<file path="config.mk">
export PLATFORM = sky130hd
export DESIGN_NAME = branch_pred_ctrl
export DESIGN_NICKNAME = d
export VERILOG_FILES = /design/src/rtl/branch_pred_ctrl.sv
export SDC_FILE = /design/constraint.sdc
export NUM_CORES = 1
export LEC_CHECK = 0
export BUFFER_PORTS_ARGS = -buffer_cell sky130_fd_sc_hd__buf_2
export CORE_ASPECT_RATIO = 1.1
export CORE_UTILIZATION = 64
export DETAILED_ROUTE_END_ITERATION = 12
export PLACE_DENSITY = 0.86
export SETUP_SLACK_MARGIN = 0.02
export SYNTH_ARGS = -nofsm -noshare
export SYNTH_HDL_FRONTEND = slang
export SYNTH_SLANG_ARGS = --single-unit
export TNS_END_PERCENT = 100
</file>
<file path="constraint.sdc">
create_clock -name clk -period 6.6 [get_ports clk]
set_input_delay 0.33 -clock clk [delete_from_list [all_inputs] [get_ports clk]]
set_output_delay 0.33 -clock clk [all_outputs]
set_load 0.05 [all_outputs]
</file>
<file path="src/rtl/branch_pred_ctrl.sv">
// Bimodal branch predictor with EX-stage redirect control.
// 2-bit saturating counters predict in IF; EX resolves, redirects and counts B-type mispredictions.
module branch_pred_ctrl #(
   parameter int IDX_W = 6,
   parameter int CNT_W = 16
) (
   input  logic             clk,
   input  logic             rst,
   input  logic             if_valid,
   input  logic [31:0]      if_pc,
   output logic             pred_taken,
   input  logic             ex_valid,
   input  logic [31:0]      ex_pc,
   input  logic [1:0]       ex_branch,
   input  logic             ex_zero_flag,
   input  logic             ex_pred_taken,
   output logic [1:0]       branch_ctrl,
   output logic             flush,
   output logic [CNT_W-1:0] mispredict_cnt
);

   localparam int ENTRIES = 1 << IDX_W;

   localparam logic [1:0] BR_NONE = 2'b00;
   localparam logic [1:0] BR_B    = 2'b01;
   localparam logic [1:0] BR_JALR = 2'b10;
   localparam logic [1:0] BR_J    = 2'b11;

   localparam logic [1:0] PC_4       = 2'b00;
   localparam logic [1:0] PC_IMM     = 2'b01;
   localparam logic [1:0] PC_IMMRS1  = 2'b10;
   localparam logic [1:0] PC_RECOVER = 2'b11;

   logic [1:0]       r_bht [ENTRIES];
   logic [CNT_W-1:0] r_cnt;

   logic [IDX_W-1:0] w_if_idx;
   logic [IDX_W-1:0] w_ex_idx;
   logic             w_is_b;
   logic [1:0]       w_cur;
   logic [1:0]       w_new;
   logic             w_unused;

   assign w_if_idx = if_pc[IDX_W+1:2];
   assign w_ex_idx = ex_pc[IDX_W+1:2];
   assign w_is_b   = ex_valid && (ex_branch == BR_B);
   assign w_unused = ^{if_pc[31:IDX_W+2], if_pc[1:0], ex_pc[31:IDX_W+2], ex_pc[1:0]};

   // Read of the registered table: a same-cycle update is not visible until the next edge.
   assign pred_taken = if_valid & r_bht[w_if_idx][1];

   assign w_cur = r_bht[w_ex_idx];

   always_comb begin
      w_new = w_cur;
      if (ex_zero_flag) begin
         if (w_cur != 2'b11) w_new = w_cur + 2'b01;
      end else begin
         if (w_cur != 2'b00) w_new = w_cur - 2'b01;
      end
   end

   always_comb begin
      branch_ctrl = PC_4;
      flush       = 1'b0;
      if (ex_valid) begin
         case (ex_branch)
            BR_B: begin
               if (ex_zero_flag && !ex_pred_taken) begin
                  branch_ctrl = PC_IMM;
                  flush       = 1'b1;
               end else if (!ex_zero_flag && ex_pred_taken) begin
                  branch_ctrl = PC_RECOVER;
                  flush       = 1'b1;
               end
            end
            BR_JALR: begin
               branch_ctrl = PC_IMMRS1;
               flush       = 1'b1;
            end
            BR_J: begin
               branch_ctrl = PC_IMM;
               flush       = 1'b1;
            end
            BR_NONE: begin
               branch_ctrl = PC_4;
               flush       = 1'b0;
            end
            default: begin
               branch_ctrl = PC_4;
               flush       = 1'b0;
            end
         endcase
      end
   end

   always_ff @(posedge clk or posedge rst) begin
      if (rst) begin
         for (int i = 0; i < ENTRIES; i++) r_bht[i] <= 2'b01;
      end else begin
         for (int i = 0; i < ENTRIES; i++) begin
            if (w_is_b && (w_ex_idx == IDX_W'(i))) r_bht[i] <= w_new;
         end
      end
   end

   // Only B-type redirects are mispredictions; jumps flush but are not counted.
   always_ff @(posedge clk or posedge rst) begin
      if (rst) begin
         r_cnt <= '0;
      end else if (w_is_b && flush && (r_cnt != {CNT_W{1'b1}})) begin
         r_cnt <= r_cnt + 1'b1;
      end
   end

   assign mispredict_cnt = r_cnt;

endmodule

</file>
Yosys cells after proc, flatten, opt, wreduce, memory -nomap -nowiden
Index checks and enable logic that the tools add are counted.

Flip-flop bits (word level): 144. Input port bits: 72. Output and inout bits: 20.

Add/sub/neg operators: 3. $lt $le $gt $ge: 2. Equal/unequal tests: 68. Muxes and demuxes: 17. Bitwise gates (word level): 3. Reduce and logical (&&, ||, !) cells: 75.

Operators by type and width (count): $eq A6 B6 Y1 const B (32); $eq A6 B5 Y1 const B (16); $logic_and A1 B1 Y1 (69); $eq A6 B4 Y1 const B (8); $bmux W2 S6 (2); $eq A6 B3 Y1 const B (4); $mux W2 (10); $add A16 B1 Y16 const B (1); $ne A16 B16 Y1 const B (1); $ge A7 B7 Y1 const B (2); $not A6 Y7 (2); $eq A6 B2 Y1 const B (2); $pmux W2 S4 (1); $eq A6 B1 Y1 const B (1); $logic_not A6 Y1 (1); $eq A2 B2 Y1 const B (2); $mux W1 (3); $pmux W1 S3 (1); $add A2 B1 Y2 const B (1); $eq A2 B1 Y1 const B (1); $logic_not A1 Y1 (2); $logic_not A2 Y1 (1); $ne A2 B2 Y1 const B (1); $reduce_bool A2 Y1 (1); other kinds (3) (3).

Depth between registers and ports, before layout
Gate-level depths: netlist of run 1.

Depth in word-level cells: 8. Mapped depth: 8.

Least setup slack after synthesis of run 1
OpenSTA, ideal clock, no wires.

Path kind: input to output. From: input port if_pc[2]. To: output port pred_taken. Arrival: 2.651 ns. Data required time: 6.270 ns. Path slack: 3.619 ns. Cell stages on the path: 6. Path through: clkbuf_1 -> buf_2 -> mux4_2 -> mux4_2 -> mux2_2 -> o211a_1.

Cells in the longest elaborated chain, start to end: 5.

RTL lines: start: declaration (line 10) `input logic [31:0] if_pc,`; $not A6 Y7 (not written as such) (line 50) `assign pred_taken = if_valid & r_bht[w_if_idx][1];`; $bmux W2 S6 (line 50); $mux W2 (not written as such) (2 in a row) (line 50); $and A1 B1 Y1 (line 50); end: declaration (line 11) `output logic pred_taken,`.

Every way passes these cells. The select of a mux whose other input is x is not followed.

Final worst setup path of run 1
From: input port ex_pc[3]. To: register r_bht[44] (netlist bit).

Cells in the longest elaborated chain, start to end: 7. Elaborated cells on any way between the ends: 13. Classes of those cells: add/sub (2); eq/ne (2); mux (6); bitwise (1); reduce/logical (2).

RTL lines: start: declaration (line 13) `input logic [31:0] ex_pc,`; $not A6 Y7 (not written as such) (line 52) `assign w_cur = r_bht[w_ex_idx];`; $bmux W2 S6 (line 52); $mux W2 (not written as such) (2 in a row) (line 52); $sub A2 B1 Y2 (tied with other cells) (line 59) `if (w_cur != 2'b00) w_new = w_cur - 2'b01;`; $mux W2 (on tied branches) (line 59, 57); $mux W2 (line 56) `if (ex_zero_flag) begin`; end signal: indexed assignment (line 102) `if (w_is_b && (w_ex_idx == IDX_W'(i))) r_bht[i] <= w_new;`; end: declaration (line 34) `logic [1:0] r_bht [ENTRIES];`.

Several ways; a longest one is shown, not always the timed one. The select of a mux whose other input is x is not followed. A chain may end at the register's enable or synchronous reset.

==> flow_results.org, run 1 <==
** Route
- For this block, the via count after detailed routing is 6494.
- Final Routed Wirelength :: 20900 um
- Antenna viol nets, final :: 0
- After detailed routing, the number of remaining DRC violations is 0.
- After the first detailed-routing iteration, the DRC count stood at around 720.
- Vias per inst :: around 7
- First-pass iteration count of the detailed router :: 5
- Post-DR wirelength/cell :: 22.9 um

** Synthesis
- In the synthesized netlist the async set-or-reset flop fraction comes to 1.00.
- The synthesized netlist contains 49 unique library cells.
- Top flip-flop cell by instance count after synthesis :: dfrtp_1
- The synthesized design contains about 140 register bits.
- Sorting the synthesized cells by area gives the leading types as dfrtp_1, dfstp_2, mux4_2.
- Net count of the mapped netlist :: roughly 800
- Netlist area before placement :: 8230 um^2
- In the synthesized netlist, the cells that appear most often are nand2_1, dfrtp_1, dfstp_2.
- Area share of the largest cell type after synthesis :: 0.243
- The biggest area contributor in the post-synthesis netlist is dfrtp_1.
- In this run, synthesis inferred 0 flip-flops with an integrated enable.
- Register area share after synthesis :: 0.448
- The cell count after synthesis came out at 728.
- A synthesized cell averages 11.3 um^2.
- During synthesis, Yosys emitted a total of 0 warnings.
- Yosys instantiated no cell more often than nand2_1.

** Die
- For this design the top-level I/O count stands at 92.
- The initial utilization of the core area, before any placement, comes to 0.653.
- Core area :: 12600 um^2
- Measured along the x axis, the die boundary spans 110 um.
- Overall die height :: between 100 and 150 um
- Site row count :: 43
- The die covers 13300 um^2.

** Place
- Final RePlAce weighted congestion :: 0.850
- Number of buffer cells added on primary ports :: 39
- Detailed placement HPWL :: 13500 um

** Worst setup path
- The worst register-to-register path ends at r_bht[44].
- The worst setup path is captured at a flip-flop.
- Crit path to :: r_bht[44]
- For flop-to-flop paths, the worst setup slack is 3540 ps.
- Worst Path Required :: slightly below 7000 ps
- Largest incremental delay on the critical path :: 1070 ps
- Walking the worst path, the cells encountered are buf_2 -> buf_4 -> mux4_2 -> mux4_2 -> nor2b_1 -> o22ai_1 -> a31oi_1.
- In this run the critical register-to-register path is launched from r_bht[45].
- Slowest stage cell on the critical path :: o22ai_1
- Data arrival time at the worst-slack endpoint :: 3650 ps
- Register-to-Register Path Depth :: 5
- CP startpoint kind :: input pin
- The setup path with the least slack is of type input pin to flip-flop.
- In this design, the critical path's most frequently occurring cell is mux4_2.
- Tracing the worst setup path back leads to its startpoint at ex_pc[3].
- Largest driver fanout on the critical path :: 47

** Clock tree
- The cell sitting at the root of the clock tree is a clkbuf_16.
- CTS tree :: done
- Clk sinks :: 144
- Hold buffers post-CTS :: 0
- After clock tree synthesis, the repair step resized 0 gates.
- H-tree depth :: 4
- The clock passes through at most 2 buffers.
- Number of buffers added by the clock tree synthesis step :: 17
- Buffers inserted during post-CTS setup optimization :: 0
- Clock insertion delay at the later pin of the skew report :: 420 ps
- Clock transition time at the flip-flop clock pins of the worst setup and hold paths :: about 60 ps

** Timing
- After routing, the total negative slack on setup checks comes to 0 ps.
- Headroom to the max-slew limit :: 0.0834
- The smallest clock period supported by the final layout is computed as ~3400 ps.
- Setup violations, final :: 0
- Setup repair after global routing left no endpoint under its margin.
- Number of endpoints with negative hold slack in the final report :: 1
- Slew @ Worst Pin :: 1370 ps
- The final count of pins violating max slew was 0.
- Final period utilization :: 0.511
- Hold timing on the final database bottoms out at a slack of -1.71 ps.
- Clock skew on the completed layout was measured at 9.18 ps.
- Based on the critical path, the design can be clocked at up to between 0.2 and 0.3 GHz.

** Finish
- The final layout contains 818 nets.
- Synth-to-Final Area Change :: 10.5%
- Of the cells placed in the final design, the portion with a size suffix greater than 1 is 0.357.
- Final core area utilization :: 0.722

** Run
- Number of violations of the max-capacitance limit :: 0

** Run status
- The flow ran to the end, but the final reports show violations.
- Violated checks :: negative hold slack

** Global routing
- The first global-routing pass estimated ~34000 um of wire.
- Antenna violations before repair :: 1
- In the global route stage, overall resource usage came out at 0.341.
- Largest net degree at the start of global routing :: 75
- The via count of the first global-routing pass is between 6000 and 7000.
- Leftover overflow at the end of global routing :: 0

** Power and ir drop
- Worst voltage drop across the vdd grid :: between 0.15 and 0.2 mV
- Dividing total power by cell area gives a power density of roughly 260 nW/um^2.
- Summing internal, switching and leakage power gives 2.33 mW.
- For this design the static power due to leakage is 3.62 nW.

** Worst hold path
- In this run the worst hold path is classified as input pin to async pin.
## through the flow
step / hold slack (ps) / instances / instance area [um^2] / setup slack (ps)
after floorplan: 450 / 728 / 8230 / 2510
after global placement: 455 / 882 / 8440 / 3100
after detailed placement: 463 / 882 / 8440 / 2970
after CTS: 23.4 / 914 / 9080 / 3380
after global routing: 48.8 / 915 / 9080 / 3180
final: -1.71 / 915 / 9080 / 3230
## layout make-up
class | count | area [um^2]
antenna | 1 | 2.50
clock buffer | 24 | 523
clock inverter | 8 | 124
fill | 806 | 3500
inverter | 9 | 38.8
multi-input combinational | 522 | 4240
sequential | 144 | 3680
tap | 157 | 196
timing repair buffer | 50 | 278
## worst max-delay path, delay by kind of cell
family,cells,cell delay [ps]
buffers and inverters,2,670
AO/OA/AOI/OAI,2,1310
multiplexers,2,1120
AND/OR/NAND/NOR,1,210
## flip-flops by register name, indices dropped and copies added, names as in the netlist
| signal | flops |
|---|---|
| mispredict_cnt | 16 |
| r_bht | 128 |
## worst min-delay path by stage
stage	startpoint	to	depth (start not counted)
floorplan	r_bht[42]	r_bht[42]	2
global placement	rst	r_bht[49]	2
detailed placement	rst	r_bht[49]	2
CTS	rst	r_bht[49]	2
global route	rst	r_bht[49]	2
finish	rst	r_bht[49]	2
## power by group
part,leakage [nW],internal [mW],switching (mW),total [mW]
registers,1.75,0.947,0.0376,0.984
logic,1.56,0.0982,0.220,0.318
clock network,0.314,0.667,0.363,1.03
## cell usage in the layout, fill, tap and decap left out, types with 11 or more instances in the layout
cell type  count
a31oi_1       13
buf_2         39
buf_4         11
clkbuf_16     18
dfrtp_1       80
dfstp_2       64
mux2i_1       11
mux4_2        53
nand2_1      170
nor2_1        37
nor3_1        14
o21ai_0       13
o31ai_1       44
o31ai_2       60
## routing by layer
layer | track usage | vias up | part of all wire | wire [um]
li1 | - | 2759 | - | -
met1 | 0.407 | 3215 | 0.36 | 7520
met2 | 0.543 | 425 | 0.51 | 10600
met3 | 0.0886 | 95 | 0.085 | 1770
met4 | 0.220 | 0 | 0.050 | 1040
met5 | 0 | - | 0 | 0
## cells by family after synthesis
kind of cell | share of synthesized area
multiplexers | 0.167
flip-flops | 0.448
AND/OR/NAND/NOR | 0.146
AO/OA/AOI/OAI | 0.182
adder cells (fa/ha/maj) | 0.00304
XOR/XNOR | 0.0138
buffers and inverters | 0.0409
No activity file was read; power rests on OpenSTA's default activity.
==> run 2, diff against run 1 <==
--- a/config.mk
+++ b/config.mk
@@ -5,11 +5,12 @@
 export SDC_FILE = /design/constraint.sdc
 export NUM_CORES = 1
 export LEC_CHECK = 0
+export ABC_AREA = 1
 export BUFFER_PORTS_ARGS = -buffer_cell sky130_fd_sc_hd__buf_2
 export CORE_ASPECT_RATIO = 1.1
-export CORE_UTILIZATION = 64
+export CORE_UTILIZATION = 54
 export DETAILED_ROUTE_END_ITERATION = 12
-export PLACE_DENSITY = 0.86
+export PLACE_DENSITY = 0.77
 export SETUP_SLACK_MARGIN = 0.02
 export SYNTH_ARGS = -nofsm -noshare
 export SYNTH_HDL_FRONTEND = slang
==> constraint.sdc (replaced) <==
create_clock -name clk -period 3.07 [get_ports clk]
set_input_delay 0.1535 -clock clk [delete_from_list [all_inputs] [get_ports clk]]
set_output_delay 0.1535 -clock clk [all_outputs]
set_load 0.05 [all_outputs]
==> flow_results.org, run 2 <==
** Place
- At the end of routability-driven placement, the weighted congestion stood at 0.897.
- Number of buffer cells added on primary ports :: 39
- Once detailed placement completed, the half-perimeter wirelength came to 15800 um.

** Route
- After detailed routing, the number of remaining DRC violations is 0.
- The first detailed-routing pass took 6 iterations.
- For this block, the initial DRC count from the detailed router was between 1000 and 1500.
- The final route contains 8370 vias.
- After detailed routing, the average wire length per cell comes to 16.7 um.
- The count of nets left with antenna violations once routing finished came out at 0.
- Final Routed Wirelength :: 24900 um
- Dividing the detail-routed via count by the number of cells gives 5.63.

** Global routing
- Met2 demand-to-capacity share in global routing :: 0.494
- In the global route stage, met3 resource usage came out at 0.0694.
- The via count of the first global-routing pass was between 7000 and 8000.
- For met1 alone, demand over resource in global routing was 0.440.
- Entering global routing, the biggest net connects 145 pins.
- In the global route stage, overall resource usage came out at 0.327.
- Global route hottest layer :: met2
- Wire length of the first global-routing pass :: between 40000 and 50000 um
- Antenna violations before repair :: 0
- Leftover overflow at the end of global routing :: 0

** Finish
- The library cells used most frequently in the layout, excluding fill and tap cells, are nand2_1, inv_1, nor2_1.
- The filler cells instantiated in the layout total 1332.
- Ant diodes :: 0
- Biggest register :: r_bht
- Measured on the finished design, the core utilization comes to 0.618.
- Synth-to-Final Area Change :: 11.5%
- Multi-input gate area :: 3970 um^2
- Number of nets at the end of the flow :: ~1400
- Flip-flop count of the largest register, all copies and words added :: 128
- Of the cells placed in the final design, the portion with a size suffix greater than 1 is 0.128.
- The sequential cells in the finished layout cover a total of 3680 um^2.
- Commonest non-fill, non-tap cell in the layout :: nand2_1

** Power and ir drop
- Sequential share of power :: 0.439
- P_leak :: 4.65 nW
- Cell Pwr Density :: 504 nW/um^2
- Combinational Power Share :: 0.140
- Switching part of the total power :: 0.315
- Across the VDD grid, the largest voltage drop is ~0.4 mV.
- Of the total power, the clock network draws 0.421.
- Power dissipated by switching net loads :: 1.48 mW
- The completed layout was analyzed and its total power is 4.71 mW.
- The internal portion of the total power is 3.22 mW.

** Synthesis
- Of the total synthesized cell area, the portion taken by AND, OR, NAND and NOR gates is 0.405.
- Register area share after synthesis :: 0.440
- The cell area that synthesis handed to floorplanning was about 8400 um^2.
- Of the total synthesized cell area, the portion taken by full adders, half adders and majority gates is 0.00299.
- The netlist uses 30 different library cells.
- Mean cell area of the mapped netlist :: ~6.7 um^2
- Portion of netlist area occupied by mux cells :: 0
- Yosys instantiated no cell more often than nand2_1.
- Main combinational cell family by area after synthesis :: simple AND/OR/NAND/NOR gates
- Counting every net in the synthesized netlist gives 1328.
- In the post-synthesis netlist, the biggest area contributors are nand2_1, dfrtp_1, dfstp_2.
- Mapped Cells :: 1254
- For this run, asynchronously set or reset flops after synthesis account for 1.00.
- The synthesized design spends more area on one cell type than any other, namely nand2_1.
- Top flip-flop cell by instance count after synthesis :: dfrtp_1
- For this run, the number of Yosys warnings is 0.
- Count of flip-flops with a built-in enable after synthesis :: 0
- Synth top cells by count :: nand2_1, inv_1, nor2_1
- Synthesis inferred 144 register bits.
- Area share of the largest cell type after synthesis :: 0.269
- Xor and xnor area share after synthesis :: 0.0157
- The fraction of the mapped netlist area in compound gates came to 0.0505.

** Die
- Number of I/O pins :: 92
- Site row count :: 47
- Core area :: 15100 um^2
- The die is 121 um wide.
- The die covers 16000 um^2.
- Initial cell density of the core :: 0.554
- The floorplan step set the die height to 133 um.

** Timing
- Final critical-path required period :: ~2400 ps
- Setup repair after global routing left no endpoint under its margin.
- Number of endpoints with negative hold slack in the final report :: 0
- Slew @ Worst Pin :: 810 ps
- Count of final max-slew check failures :: 0
- Between clock sinks in the finished design, the worst skew comes to 8.21 ps.
- Final period utilization :: 0.770
- Upper clock frequency limit :: between 0.4 and 0.5 GHz
- In this run the tightest slew margin relative to its limit is 0.458.
- Summed over all failing endpoints, the final setup total negative slack is 0 ps.
- Setup violations remaining at the end of the flow were counted as 0.

** Clock tree
- Clk sinks :: 144
- CTS tree :: done
- Counting along the longest clock path gives a buffer depth of 2.
- Clock insertion delay at the later pin of the skew report :: 430 ps
- The number of clock buffers added by TritonCTS is 17.
- After clock tree synthesis, the setup repair step added 0 buffers.
- After clock tree synthesis, the clock-pin slew on the worst setup and hold paths is around 70 ps.
- H-tree depth :: 4
- The tree is rooted in a clkbuf_16.

** Worst setup path
- The worst setup path is of the input pin to output pin kind.
- CP startpoint kind :: input pin
- Worst Path Required :: 2920 ps
- For the worst setup path, the data arrival time is 2210 ps.
- In this run the critical register-to-register path is launched from r_bht[57].
- Along the worst path, the maximum fanout reaches 16.
- Critical Path Source :: if_pc[3]
- Kind of end point of the critical path :: output pin

** Run status
- Result of the run :: completed

** Worst hold path
- The startpoint identified for the worst hold timing path is ex_branch[1].
- In this run the worst hold path is classified as input pin to flip-flop.

** Run
- The tool flagged a number of max-cap violations equal to 0.
-- run 2: cell type report --
cell class / instances / share of cell area
clock inverter: 15 / 0.0137
timing repair buffer: 58 / 0.0458
sequential: 144 / 0.395
tap: 196 / 0.0263
inverter: 120 / 0.0486
clock buffer: 17 / 0.0456
multi-input combinational: 937 / 0.425
-- run 2: final timing paths --
kind	slack, ps	cells past startpoint	endpoint
max	710	11	pred_taken
min	220	6	mispredict_cnt[0]
max reg2reg	1050	15	r_bht[60]
min reg2reg	470	2	r_bht[6]
max in group asynchronous	1990	4	r_bht[113]
min in group asynchronous	490	4	r_bht[43]
-- run 2: cell families (layout without fill, tap and decap cells) --
| family | count (synthesis) | count (layout) |
|---|---|---|
| simple gates | 845 | 845 |
| buf+inv | 173 | 210 |
| flops | 144 | 144 |
| compound gates | 75 | 75 |
| xor+xnor | 15 | 15 |
| fa+ha+maj | 2 | 2 |
-- run 2: metal layers --
layer | wire length [um] | share of wire
met1 | 10100 | 0.40
met2 | 11000 | 0.44
met3 | 2710 | 0.11
met4 | 1080 | 0.043
met5 | 0 | 0
-- run 2: metrics by stage --
step | worst slack (ps) | cell area [um^2] | hold WS, ps | instances
after floorplan | 619 | 8370 | 447 | 1254
after CTS | 796 | 9330 | 0.525 | 1486
after global routing | 622 | 9340 | 283 | 1487
final | 707 | 9340 | 215 | 1487
after global placement | 669 | 8770 | 448 | 1454
after detailed placement | 595 | 8770 | 455 | 1454
-- run 2: timing repair --
item / in CTS / in global routing
resized for setup: 0 / 0
hold buffers: 0 / 1
hold endpoints to repair: 0 / 1
-- run 2: power by group through the flow --
stage / Sequential, mW / Clock, mW / Combinational (mW)
global placement: 2.10 / 0 / 0.640
detailed placement: 2.10 / 0 / 0.645
floorplan: 2.21 / 0 / 0.327
CTS: 2.07 / 1.99 / 0.646
finish: 2.07 / 1.98 / 0.658
global route: 2.08 / 2.07 / 0.704
-- run 2: critical path: stages --
cell and delay [ps]:
buf_2 110, inv_1 530, o21ai_0 220, o22ai_1 230, nor2_1 60, nor2_1 80
o21ai_0 130, nand3_1 120, nand3b_1 90, a21boi_0 180, buf_2 290
